### config.mk
export PLATFORM = sky130hd
export DESIGN_NAME = fetch_prefetch
export DESIGN_NICKNAME = d
export VERILOG_FILES = /design/src/rtl/fetch_pkg.sv /design/src/rtl/fetch_fifo.sv /design/src/rtl/fetch_prefetch.sv
export SDC_FILE = /design/constraint.sdc
export NUM_CORES = 1
export LEC_CHECK = 0
export BUFFER_PORTS_ARGS = -buffer_cell sky130_fd_sc_hd__buf_2
export CAP_MARGIN = 40
export CORE_AREA = 2 2 188 190
export DETAILED_ROUTE_END_ITERATION = 6
export DIE_AREA = 0 0 190 192
export HOLD_SLACK_MARGIN = 0.08
export MAX_ROUTING_LAYER = met4
export PLACE_DENSITY = 0.74
export SYNTH_ARGS = -nofsm -noshare
export SYNTH_HDL_FRONTEND = slang
export SYNTH_SLANG_ARGS = --single-unit
export TNS_END_PERCENT = 50
### constraint.sdc
create_clock -name clk -period 5.9 [get_ports clk]
set_clock_uncertainty 0.05 [all_clocks]
set_input_delay 0.295 -clock clk [delete_from_list [all_inputs] [get_ports clk]]
set_output_delay 0.295 -clock clk [all_outputs]
set_load 0.02 [all_outputs]
### src/rtl/fetch_pkg.sv
// Shared types and constants for the prefetching fetch stage.
// Entries carry a full 32-bit pc/insn; the top casts to its own widths.
package fetch_pkg;

    localparam int ENTRY_AWIDTH = 32;
    localparam int ENTRY_DWIDTH = 32;
    localparam int INSN_ALIGN   = 2;
    localparam int PC_STEP      = 4;

    typedef struct packed {
        logic [ENTRY_AWIDTH-1:0] pc;
        logic [ENTRY_DWIDTH-1:0] insn;
    } fetch_entry_t;

endpackage

### src/rtl/fetch_fifo.sv
// Power-of-two FIFO of fetch entries with flush; used both for pending
// request addresses and for the fetched-instruction buffer.
module fetch_fifo
    import fetch_pkg::*;
#(
    parameter int DEPTH = 4
) (
    input  logic                   clk,
    input  logic                   rst_n,
    input  logic                   push,
    input  fetch_entry_t           push_data,
    input  logic                   pop,
    input  logic                   flush,
    output fetch_entry_t           head,
    output logic                   full,
    output logic                   empty,
    output logic [$clog2(DEPTH):0] count
);

    localparam int PW = $clog2(DEPTH);
    localparam int CW = PW + 1;

    fetch_entry_t  mem [DEPTH];
    logic [PW-1:0] rd_ptr;
    logic [PW-1:0] wr_ptr;
    logic          do_push;
    logic          do_pop;

    assign empty   = (count == '0);
    assign full    = (count == CW'(DEPTH));
    assign do_pop  = pop && !empty;
    // A push into a full FIFO is allowed when the head leaves in the same cycle.
    assign do_push = push && (!full || do_pop);

    always_ff @(posedge clk or negedge rst_n) begin
        if (!rst_n) begin
            rd_ptr <= '0;
            wr_ptr <= '0;
            count  <= '0;
        end else if (flush) begin
            rd_ptr <= '0;
            wr_ptr <= '0;
            count  <= '0;
        end else begin
            if (do_push) begin
                wr_ptr <= wr_ptr + PW'(1);
            end
            if (do_pop) begin
                rd_ptr <= rd_ptr + PW'(1);
            end
            count <= count + CW'(do_push) - CW'(do_pop);
        end
    end

    always_ff @(posedge clk) begin
        if (do_push && !flush) begin
            mem[wr_ptr] <= push_data;
        end
    end

    assign head = empty ? '0 : mem[rd_ptr];

endmodule

### src/rtl/fetch_prefetch.sv
// Prefetching fetch stage: sequential requests, in-order responses, a
// DEPTH-entry instruction buffer and redirect with stale-response dropping.
module fetch_prefetch
    import fetch_pkg::*;
#(
    parameter int                DWIDTH   = 32,
    parameter int                AWIDTH   = 32,
    parameter logic [AWIDTH-1:0] BASEADDR = AWIDTH'(32'h0100_0000),
    parameter int                DEPTH    = 4
) (
    input  logic              clk,
    input  logic              rst_n,
    output logic              imem_req_valid_o,
    input  logic              imem_req_ready_i,
    output logic [AWIDTH-1:0] imem_addr_o,
    input  logic              imem_rsp_valid_i,
    input  logic [DWIDTH-1:0] imem_rsp_data_i,
    input  logic              redirect_i,
    input  logic [AWIDTH-1:0] redirect_pc_i,
    output logic              insn_valid_o,
    input  logic              insn_ready_i,
    output logic [AWIDTH-1:0] pc_o,
    output logic [DWIDTH-1:0] insn_o
);

    localparam int CW = $clog2(DEPTH) + 1;

    logic [AWIDTH-1:0] fetch_pc;
    logic [CW-1:0]     outstanding;
    logic [CW-1:0]     drop_cnt;
    logic [CW-1:0]     buf_count;
    logic [CW-1:0]     addr_count;
    logic [CW:0]       credit_used;

    fetch_entry_t addr_entry;
    fetch_entry_t addr_head;
    fetch_entry_t buf_entry;
    fetch_entry_t buf_head;

    logic req_fire;
    logic rsp_fire;
    logic rsp_keep;
    logic pop_fire;
    logic buf_empty;
    logic buf_full;
    logic addr_empty;
    logic addr_full;
    logic unused_bits;

    // Every accepted request reserves a buffer slot, so a push never overflows.
    assign credit_used      = {1'b0, outstanding} + {1'b0, buf_count};
    assign imem_req_valid_o = !redirect_i && (credit_used < (CW+1)'(DEPTH));
    assign imem_addr_o      = fetch_pc;

    assign req_fire = imem_req_valid_o && imem_req_ready_i;
    assign rsp_fire = imem_rsp_valid_i && (outstanding != '0);
    assign rsp_keep = rsp_fire && (drop_cnt == '0) && !redirect_i;
    assign pop_fire = insn_valid_o && insn_ready_i;

    assign addr_entry = '{pc: ENTRY_AWIDTH'(fetch_pc), insn: '0};
    assign buf_entry  = '{pc: addr_head.pc, insn: ENTRY_DWIDTH'(imem_rsp_data_i)};

    // Dropped responses still retire their address so the queue stays aligned.
    fetch_fifo #(.DEPTH(DEPTH)) u_addr_q (
        .clk       (clk),
        .rst_n     (rst_n),
        .push      (req_fire),
        .push_data (addr_entry),
        .pop       (rsp_fire),
        .flush     (1'b0),
        .head      (addr_head),
        .full      (addr_full),
        .empty     (addr_empty),
        .count     (addr_count)
    );

    fetch_fifo #(.DEPTH(DEPTH)) u_insn_buf (
        .clk       (clk),
        .rst_n     (rst_n),
        .push      (rsp_keep),
        .push_data (buf_entry),
        .pop       (pop_fire),
        .flush     (redirect_i),
        .head      (buf_head),
        .full      (buf_full),
        .empty     (buf_empty),
        .count     (buf_count)
    );

    assign insn_valid_o = !buf_empty;
    assign pc_o         = AWIDTH'(buf_head.pc);
    assign insn_o       = DWIDTH'(buf_head.insn);

    // On redirect, everything still in flight after this cycle's response is stale.
    always_ff @(posedge clk or negedge rst_n) begin
        if (!rst_n) begin
            fetch_pc    <= BASEADDR;
            outstanding <= '0;
            drop_cnt    <= '0;
        end else begin
            outstanding <= outstanding + CW'(req_fire) - CW'(rsp_fire);
            if (redirect_i) begin
                fetch_pc <= {redirect_pc_i[AWIDTH-1:INSN_ALIGN], {INSN_ALIGN{1'b0}}};
                drop_cnt <= outstanding - CW'(rsp_fire);
            end else begin
                if (req_fire) begin
                    fetch_pc <= fetch_pc + AWIDTH'(PC_STEP);
                end
                if (rsp_fire && (drop_cnt != '0)) begin
                    drop_cnt <= drop_cnt - CW'(1);
                end
            end
        end
    end

    assign unused_bits = ^{addr_head.insn, addr_full, addr_empty, addr_count, buf_full};

endmodule

# Yosys cells after proc, flatten, opt, wreduce, memory -nomap -nowiden
# Memory sizes are Yosys's and may differ from the RTL's.
# Cells that the tools add are included.
word_totals:
  inputBits: 70
  ram_bits: 384
  mem_count: 2
  output_inout_bits: 98
  elab_cells: 71
  register_bits: 52
memory_table:
  columns: ["name", "words", "width", "read_ports", "rd_ports_with_merged_regs", "write_ports", "line_no", "text"]
  rows:
  - ["u_insn_buf.mem", 4, 64, 1, 0, 1, "fetch_fifo.sv:23", "fetch_entry_t mem [DEPTH];"]
  - ["u_addr_q.mem", 4, 32, 1, 0, 1, "fetch_fifo.sv:23", null]
classes:
  addsub: 14
  n_lt_le_gt_ge: 1
  n_eq_ne: 2
  muxes: 15
  n_reduce_logical: 28
ops:
  columns: ["operator", "n"]
  rows:
  - ["64-bit 2-to-1 mux", 2]
  - ["32-bit 2-to-1 mux", 2]
  - ["32-bit by 3-bit adder with 32-bit output, second input constant", 1]
  - ["1-bit logical AND", 12]
  - ["3-bit by 1-bit subtractor with 3-bit output", 4]
  - ["3-bit by 1-bit adder with 3-bit output", 3]
  - ["3-bit logical NOT", 3]
  - ["3-bit 2-to-1 mux", 3]
  - ["2-bit by 1-bit adder with 2-bit output, second input constant", 4]
  - ["2-bit 2-to-1 mux", 4]
  - ["2-bit nonzero test", 4]
  - ["3-bit equality test, second input constant", 2]
  - ["3-bit nonzero test", 2]
  - ["1-bit logical NOT", 5]
  - ["3-bit by 3-bit adder with 4-bit output", 1]
  - ["4-bit by 3-bit < comparator with 1-bit output, second input constant", 1]
  - ["1-bit 2-to-1 mux", 4]
  - ["3-bit by 1-bit subtractor with 3-bit output, second input constant", 1]
  - ["1-bit logical OR", 2]

# Logic depth before layout (Yosys ltp)
depth:
  depth_word: 9
  mapped_depth: 10
  ltp_nobuf: 10

# Hierarchy
# A second synthesis with hierarchy kept.
unflattened:
  hier_cells: 1150
  hier_area_um2: 22452.8
by_module_without_submodules:
  columns: ["module", "n_inst", "area_each_um2", "cells_per_inst"]
  rows:
  - ["fetch_fifo (u_insn_buf)", 1, 10133.5, 451]
  - ["fetch_fifo (u_addr_q)", 1, 10119.7, 452]
  - ["fetch_prefetch", 1, 2199.6, 247]

# Worst setup path after synthesis
# No wires, ideal clock.
synth_timing:
  path_kind: "register to register"
  startpoint: "reg outstanding[1]"
  endpoint: "mem u_insn_buf.mem[0][0] (netlist bit), enable pin"
  t_arrival_ns: 2.673
  n_path_buf: 0
  t_required_ns: 5.422
  setup_time_ns: 0.428
  path_slack_ns: 2.750
  stages_incl_launch_ff: 4
  cell_sequence: "dfrtp_1 > o31ai_1 > nor4_2 > and2_1"
synth_between:
  elab_chain_len: 8
synth_rtl:
  columns: ["item", "line_no", "text"]
  rows:
  - ["start: declaration", "fetch_prefetch.sv:29", "logic [CW-1:0] outstanding;"]
  - ["start signal: assignment", "fetch_prefetch.sv:101", "outstanding <= outstanding + CW'(req_fire) - CW'(rsp_fire);"]
  - ["3-bit nonzero test", "fetch_prefetch.sv:56", "assign rsp_fire = imem_rsp_valid_i && (outstanding != '0);"]
  - ["1-bit logical AND", "fetch_prefetch.sv:56", null]
  - ["1-bit logical AND (2 in series)", "fetch_prefetch.sv:57", "assign rsp_keep = rsp_fire && (drop_cnt == '0) && !redirect_i;"]
  - ["1-bit logical AND", "fetch_fifo.sv:33", "assign do_push = push && (!full || do_pop);"]
  - ["1-bit logical AND", "fetch_fifo.sv:56", "if (do_push && !flush) begin"]
  - ["1-bit 2-to-1 mux", "fetch_fifo.sv:56", null]
  - ["1-bit 2-to-1 mux (not written as such)", "fetch_fifo.sv:57", "mem[wr_ptr] <= push_data;"]
  - ["end: declaration", "fetch_fifo.sv:23", null]
# No other way between the ends.

# Worst setup path in the final report
layout_timing:
  startpoint: "reg u_insn_buf.rd_ptr[0]"
  endpoint: "out pc_o[13]"
layout_between:
  elab_chain_len: 2
layout_rtl:
  columns: ["item", "line_no", "text"]
  rows:
  - ["start: declaration", "fetch_fifo.sv:24", "logic [PW-1:0] rd_ptr;"]
  - ["start signal: assignment", "fetch_fifo.sv:49", "rd_ptr <= rd_ptr + PW'(1);"]
  - ["memory read 4 x 64 bit", null, null]
  - ["64-bit 2-to-1 mux", "fetch_fifo.sv:61", "assign head = empty ? '0 : mem[rd_ptr];"]
  - ["end: declaration", "fetch_prefetch.sv:22", "output logic [AWIDTH-1:0] pc_o,"]
# No other way between the ends.

==> tab_implementation.tex <==
\begin{tabular}{lr}
\hline
Metric & Value \\
\hline
\multicolumn{2}{l}{\textbf{Floorplanning}} \\
\quad Starting density of the core & 50.4\% \\
\quad Die height & 192 um \\
\quad Number of standard-cell rows in the floorplan & 68 \\
\quad Width of the chip & 190 um \\
\quad Top-level port count & 168 \\
\quad Area enclosed by the die boundary & 36500 um\^{}2 \\
\quad Floorplan core area & 34300 um\^{}2 \\
\multicolumn{2}{l}{\textbf{Routing}} \\
\quad Number of nets with antenna violations after detailed routing & 0 \\
\quad Via density per instance & 5.58 \\
\quad Drt initial violations & 604 \\
\quad Drt total wl & 34000 um \\
\quad Average wire length per cell after detail routing & 20.3 um \\
\quad DRT Pass-1 Iters & 6 \\
\quad Via total after detailed routing & 9338 \\
\quad Final routed DRC violation total & 0 \\
\multicolumn{2}{l}{\textbf{Power and ir drop}} \\
\quad Logic gate share of total power & 27.4\% \\
\quad Portion of total power attributed to sequential cells & 43.2\% \\
\quad Switching power total & 2720 uW \\
\quad Fraction of power consumed by the clock network & 29.4\% \\
\quad Maximum VDD drop & 240 uV \\
\quad Switching part of the total power & 30.0\% \\
\quad Internal power contribution & 6350 uW \\
\quad Power density relative to cell area & 437 nW/um\^{}2 \\
\quad Leakage power total & 0.00725 uW \\
\multicolumn{2}{l}{\textbf{Clock network}} \\
\quad Longest Clk Path Bufs & 3 \\
\quad CTS buffer count & 44 \\
\quad Cts-stage hold buffer count & 63 \\
\quad Number of gates resized after CTS & 0 \\
\quad \# H-tree levels & 2 \\
\quad Clock-pin transition on the worst setup and hold timing paths & 0.05 ns \\
\quad Clock root buffer master & sky130\_fd\_sc\_hd\_\_clkbuf\_16 \\
\quad Number of setup buffers added after CTS & 0 \\
\quad Clock tree from TritonCTS & built \\
\quad Clock Sinks & 422 \\
\quad Clk\_lat worst skew & 0.53 ns \\
\multicolumn{2}{l}{\textbf{Global route}} \\
\quad Pin count of the biggest net entering global routing & 67 \\
\quad Initial antenna violation count & 2 \\
\quad GRT Overall Usage & 19.5\% \\
\quad GR met1 Demand/Resource & 26.7\% \\
\quad Most heavily used metal layer in global routing & met2 \\
\quad Total overflow reported by the global router & 0 \\
\quad Wire length of the first global-routing pass & 53500 um \\
\quad Met2 GRT Util & 31.5\% \\
\quad Fraction of met3 tracks used by global routing & 2.89\% \\
\quad Number of global-route vias before repair & 9687 \\
\multicolumn{2}{l}{\textbf{Synthesis}} \\
\quad Post-synth top cells & sky130\_fd\_sc\_hd\_\_edfxtp\_1, sky130\_fd\_sc\_hd\_\_mux4\_2, sky130\_fd\_sc\_hd\_\_and2\_1, sky130\_fd\_sc\_hd\_\_dfrtp\_1, sky130\_fd\_sc\_hd\_\_nor2b\_1 \\
\quad Top cells by area in the synthesized netlist & sky130\_fd\_sc\_hd\_\_edfxtp\_1, sky130\_fd\_sc\_hd\_\_mux4\_2, sky130\_fd\_sc\_hd\_\_dfrtp\_1 \\
\quad Most common cell in the netlist & sky130\_fd\_sc\_hd\_\_edfxtp\_1 \\
\quad Fraction of the yosys area taken by sequential cells & 71.9\% \\
\quad Count of state elements after synthesis & 422 \\
\quad Yosys synthesis warning count & 0 \\
\quad Synthesized instance count & 935 \\
\quad Distinct cells, synth & 56 \\
\quad Netlist area before placement & 17300 um\^{}2 \\
\quad Top cell type's share of synthesized area & 64.7\% \\
\quad Post-synth top flop & sky130\_fd\_sc\_hd\_\_edfxtp\_1 \\
\quad Number of enable flip-flop cells after synthesis & 372 \\
\quad Biggest area consumer among synthesized cells & sky130\_fd\_sc\_hd\_\_edfxtp\_1 \\
\quad Async set-reset flop share out of synthesis & 11.8\% \\
\quad Post-synthesis area per instance & 18.5 um\^{}2 \\
\multicolumn{2}{l}{\textbf{Critical path}} \\
\quad Count of buffer and inverter cells on the critical path & 2 \\
\quad Type of element launching the critical path & register \\
\quad Data arrival at the endpoint of the critical path & 3.09 ns \\
\quad Kind of critical path & reg -> out \\
\quad Register-to-Register Setup Slack & 2.72 ns \\
\quad Cell with the largest stage delay on the worst path & sky130\_fd\_sc\_hd\_\_dfrtp\_4 \\
\quad Critical path capture point type & primary output \\
\quad Startpoint of the lowest-slack register-to-register path & outstanding[2] \\
\quad Cells along the critical path & buf\_4 -> mux4\_2 -> and2\_1 -> buf\_2 \\
\quad Category of cells accounting for the largest share of critical-path delay & flip-flops \\
\quad Crit-path max FO & 39 \\
\quad End of the worst register-to-register path & u\_addr\_q.mem[3][25] \\
\quad Reg2reg path depth & 5 \\
\quad CP required & 5.56 ns \\
\quad CP peak stage delay & 0.92 ns \\
\multicolumn{2}{l}{\textbf{Layout}} \\
\quad Share of final-layout standard cells stronger than drive strength 1 & 30.0\% \\
\quad Net count of the finished layout & 1276 \\
\quad Number of cells in the finished layout apart from fillers & 1673 \\
\quad Post-layout util & 60.5\% \\
\quad Area growth from synthesis to final layout & 20.1\% \\
\multicolumn{2}{l}{\textbf{Timing}} \\
\quad Max-slew violation count & 0 \\
\quad Unrepaired setup endpoints after global routing & false \\
\quad Number of setup violations in the final report & 0 \\
\quad Final worst hold slack & 0.111 ns \\
\quad Max-slew headroom at the worst pin & 44.8\% \\
\quad Hold Vio Cnt, Final & 0 \\
\quad Measured slew at the worst slew-check pin & 0.829 ns \\
\quad Period utilisation layout & 58.2\% \\
\quad TNS Setup & 0 ns \\
\quad Maximum achievable frequency & 0.291 GHz \\
\quad Minimum clock period after layout & 3.43 ns \\
\multicolumn{2}{l}{\textbf{Status}} \\
\quad Result of the run & completed \\
\multicolumn{2}{l}{\textbf{Placed design}} \\
\quad Final Wtd Congestion & 0.826 \\
\quad Placed wire-length estimate & 20400 um \\
\quad Number of placed cells counting well taps & 1528 \\
\quad Port Buffers & 163 \\
\multicolumn{2}{l}{\textbf{Worst hold path}} \\
\quad End of the worst hold path & u\_insn\_buf.rd\_ptr[1] \\
\quad Worst hold start & insn\_ready\_i \\
\quad Hold depth & 4 \\
\quad Kind of path behind the tightest hold check & in -> reg \\
\multicolumn{2}{l}{\textbf{Flow run}} \\
\quad Max-cap check violation count & 0 \\
\hline
\end{tabular}
cells by family (layout without fill, tap and decap cells):
logic type                 Yosys count  in the layout  share of synthesized area [%]
AOI/OAI and AO/OA                   57             57                           2.27
buffers and inverters               71            347                           1.89
xor gates and xnor gates            20             20                           1.01
other                                1              8                         0.0217
and+or+nand+nor                    242            242                           8.58
DFF                                422            422                           71.9
adders and majority gates           24             24                           1.87
muxes                               98             98                           12.4
cells in the final DEF (no fill, tap or decap), drive strengths merged, types with 2 or more instances in the layout:
cell         netlist  layout
a22oi              3       3
xor2              10      10
and3               7       7
nor4               3       3
and4               5       5
xnor2             10      10
inv               23      25
dlygate4sd3        0      63
nand2             29      29
a21oi              3       3
clkbuf            27      59
bufinv             0       4
nand3             16      16
nand4             17      17
edfxtp           372     372
and2              75      75
buf               19     181
or4               15      15
conb               1       6
dfrtp             49      49
or3                2       2
o21ai              9       9
clkinv             0      14
a31oi             16      16
nor2              27      27
nor3               5       5
o41ai              2       2
nor2b             34      34
fa                 3       3
diode              0       2
o31ai             19      19
mux4              93      93
ha                21      21
nor4b              2       2
mux2i              4       4
worst register-to-register path: stages (launching register included):
cell and delay, ns:
sky130_fd_sc_hd__dfrtp_1 0.44, sky130_fd_sc_hd__ha_1 0.38, sky130_fd_sc_hd__nor4b_4 0.56, sky130_fd_sc_hd__nand3_1 0.22, sky130_fd_sc_hd__a41oi_2 0.37, sky130_fd_sc_hd__and2_2 0.76
state kept, by name, summed over array words and instances, names as in the netlist:
signal             flops
u_insn_buf.wr_ptr      2
u_addr_q.mem         120
u_insn_buf.rd_ptr      2
drop_cnt               3
u_insn_buf.count       3
u_addr_q.rd_ptr        2
outstanding            3
imem_addr_o           30
u_addr_q.count         3
u_insn_buf.mem       252
u_addr_q.wr_ptr        2
metal layers:
layer | share of wire, % | wire length (um)
met1 | 44 | 15100
met3 | 4.9 | 1660
met5 | 0 | 0
met2 | 49 | 16600
met4 | 1.7 | 575
power by group through the flow:
stage          clock, uW  sequential [uW]  combinational (uW)
2_1_floorplan          0             3830                1860
3_3_place_gp           0             4020                2360
3_5_place_dp           0             3980                2490
4_1_cts             2720             3930                2540
5_1_grt             2830             3960                2720
6_report            2670             3920                2490
worst max-delay path by stage:
stage / startpoint / end / slack, ns / cells past startpoint
5_1_grt: u_insn_buf.rd_ptr[0] / pc_o[13] / 2.21 / 4
3_5_place_dp: outstanding[2] / u_addr_q.mem[0][23] / 2.67 / 5
2_1_floorplan: outstanding[1] / u_insn_buf.mem[0][0] / 2.75 / 3
4_1_cts: u_insn_buf.rd_ptr[0] / pc_o[8] / 2.33 / 4
3_3_place_gp: redirect_i / u_insn_buf.mem[3][11] / 2.50 / 4
6_report: u_insn_buf.rd_ptr[0] / pc_o[13] / 2.47 / 4
final cells by class:
class	count	area [um^2]
clock inverter	21	215
fill	2454	13500
inverter	23	86.3
sequential	422	12400
antenna	2	5.00
timing repair buffer	244	1680
tap	455	569
clock buffer	59	1200
multi-input combinational	447	4560
through the flow:
step	instance area [um^2]	total power (uW)	worst slack [ns]
CTS	20700	9180	2.33
floorplan	17300	5690	2.75
detailed placement	18700	6470	2.67
global route	20700	9510	2.21
global placement	18500	6380	2.50
finish	20700	9070	2.47
No activity file was read; power rests on OpenSTA's default activity.
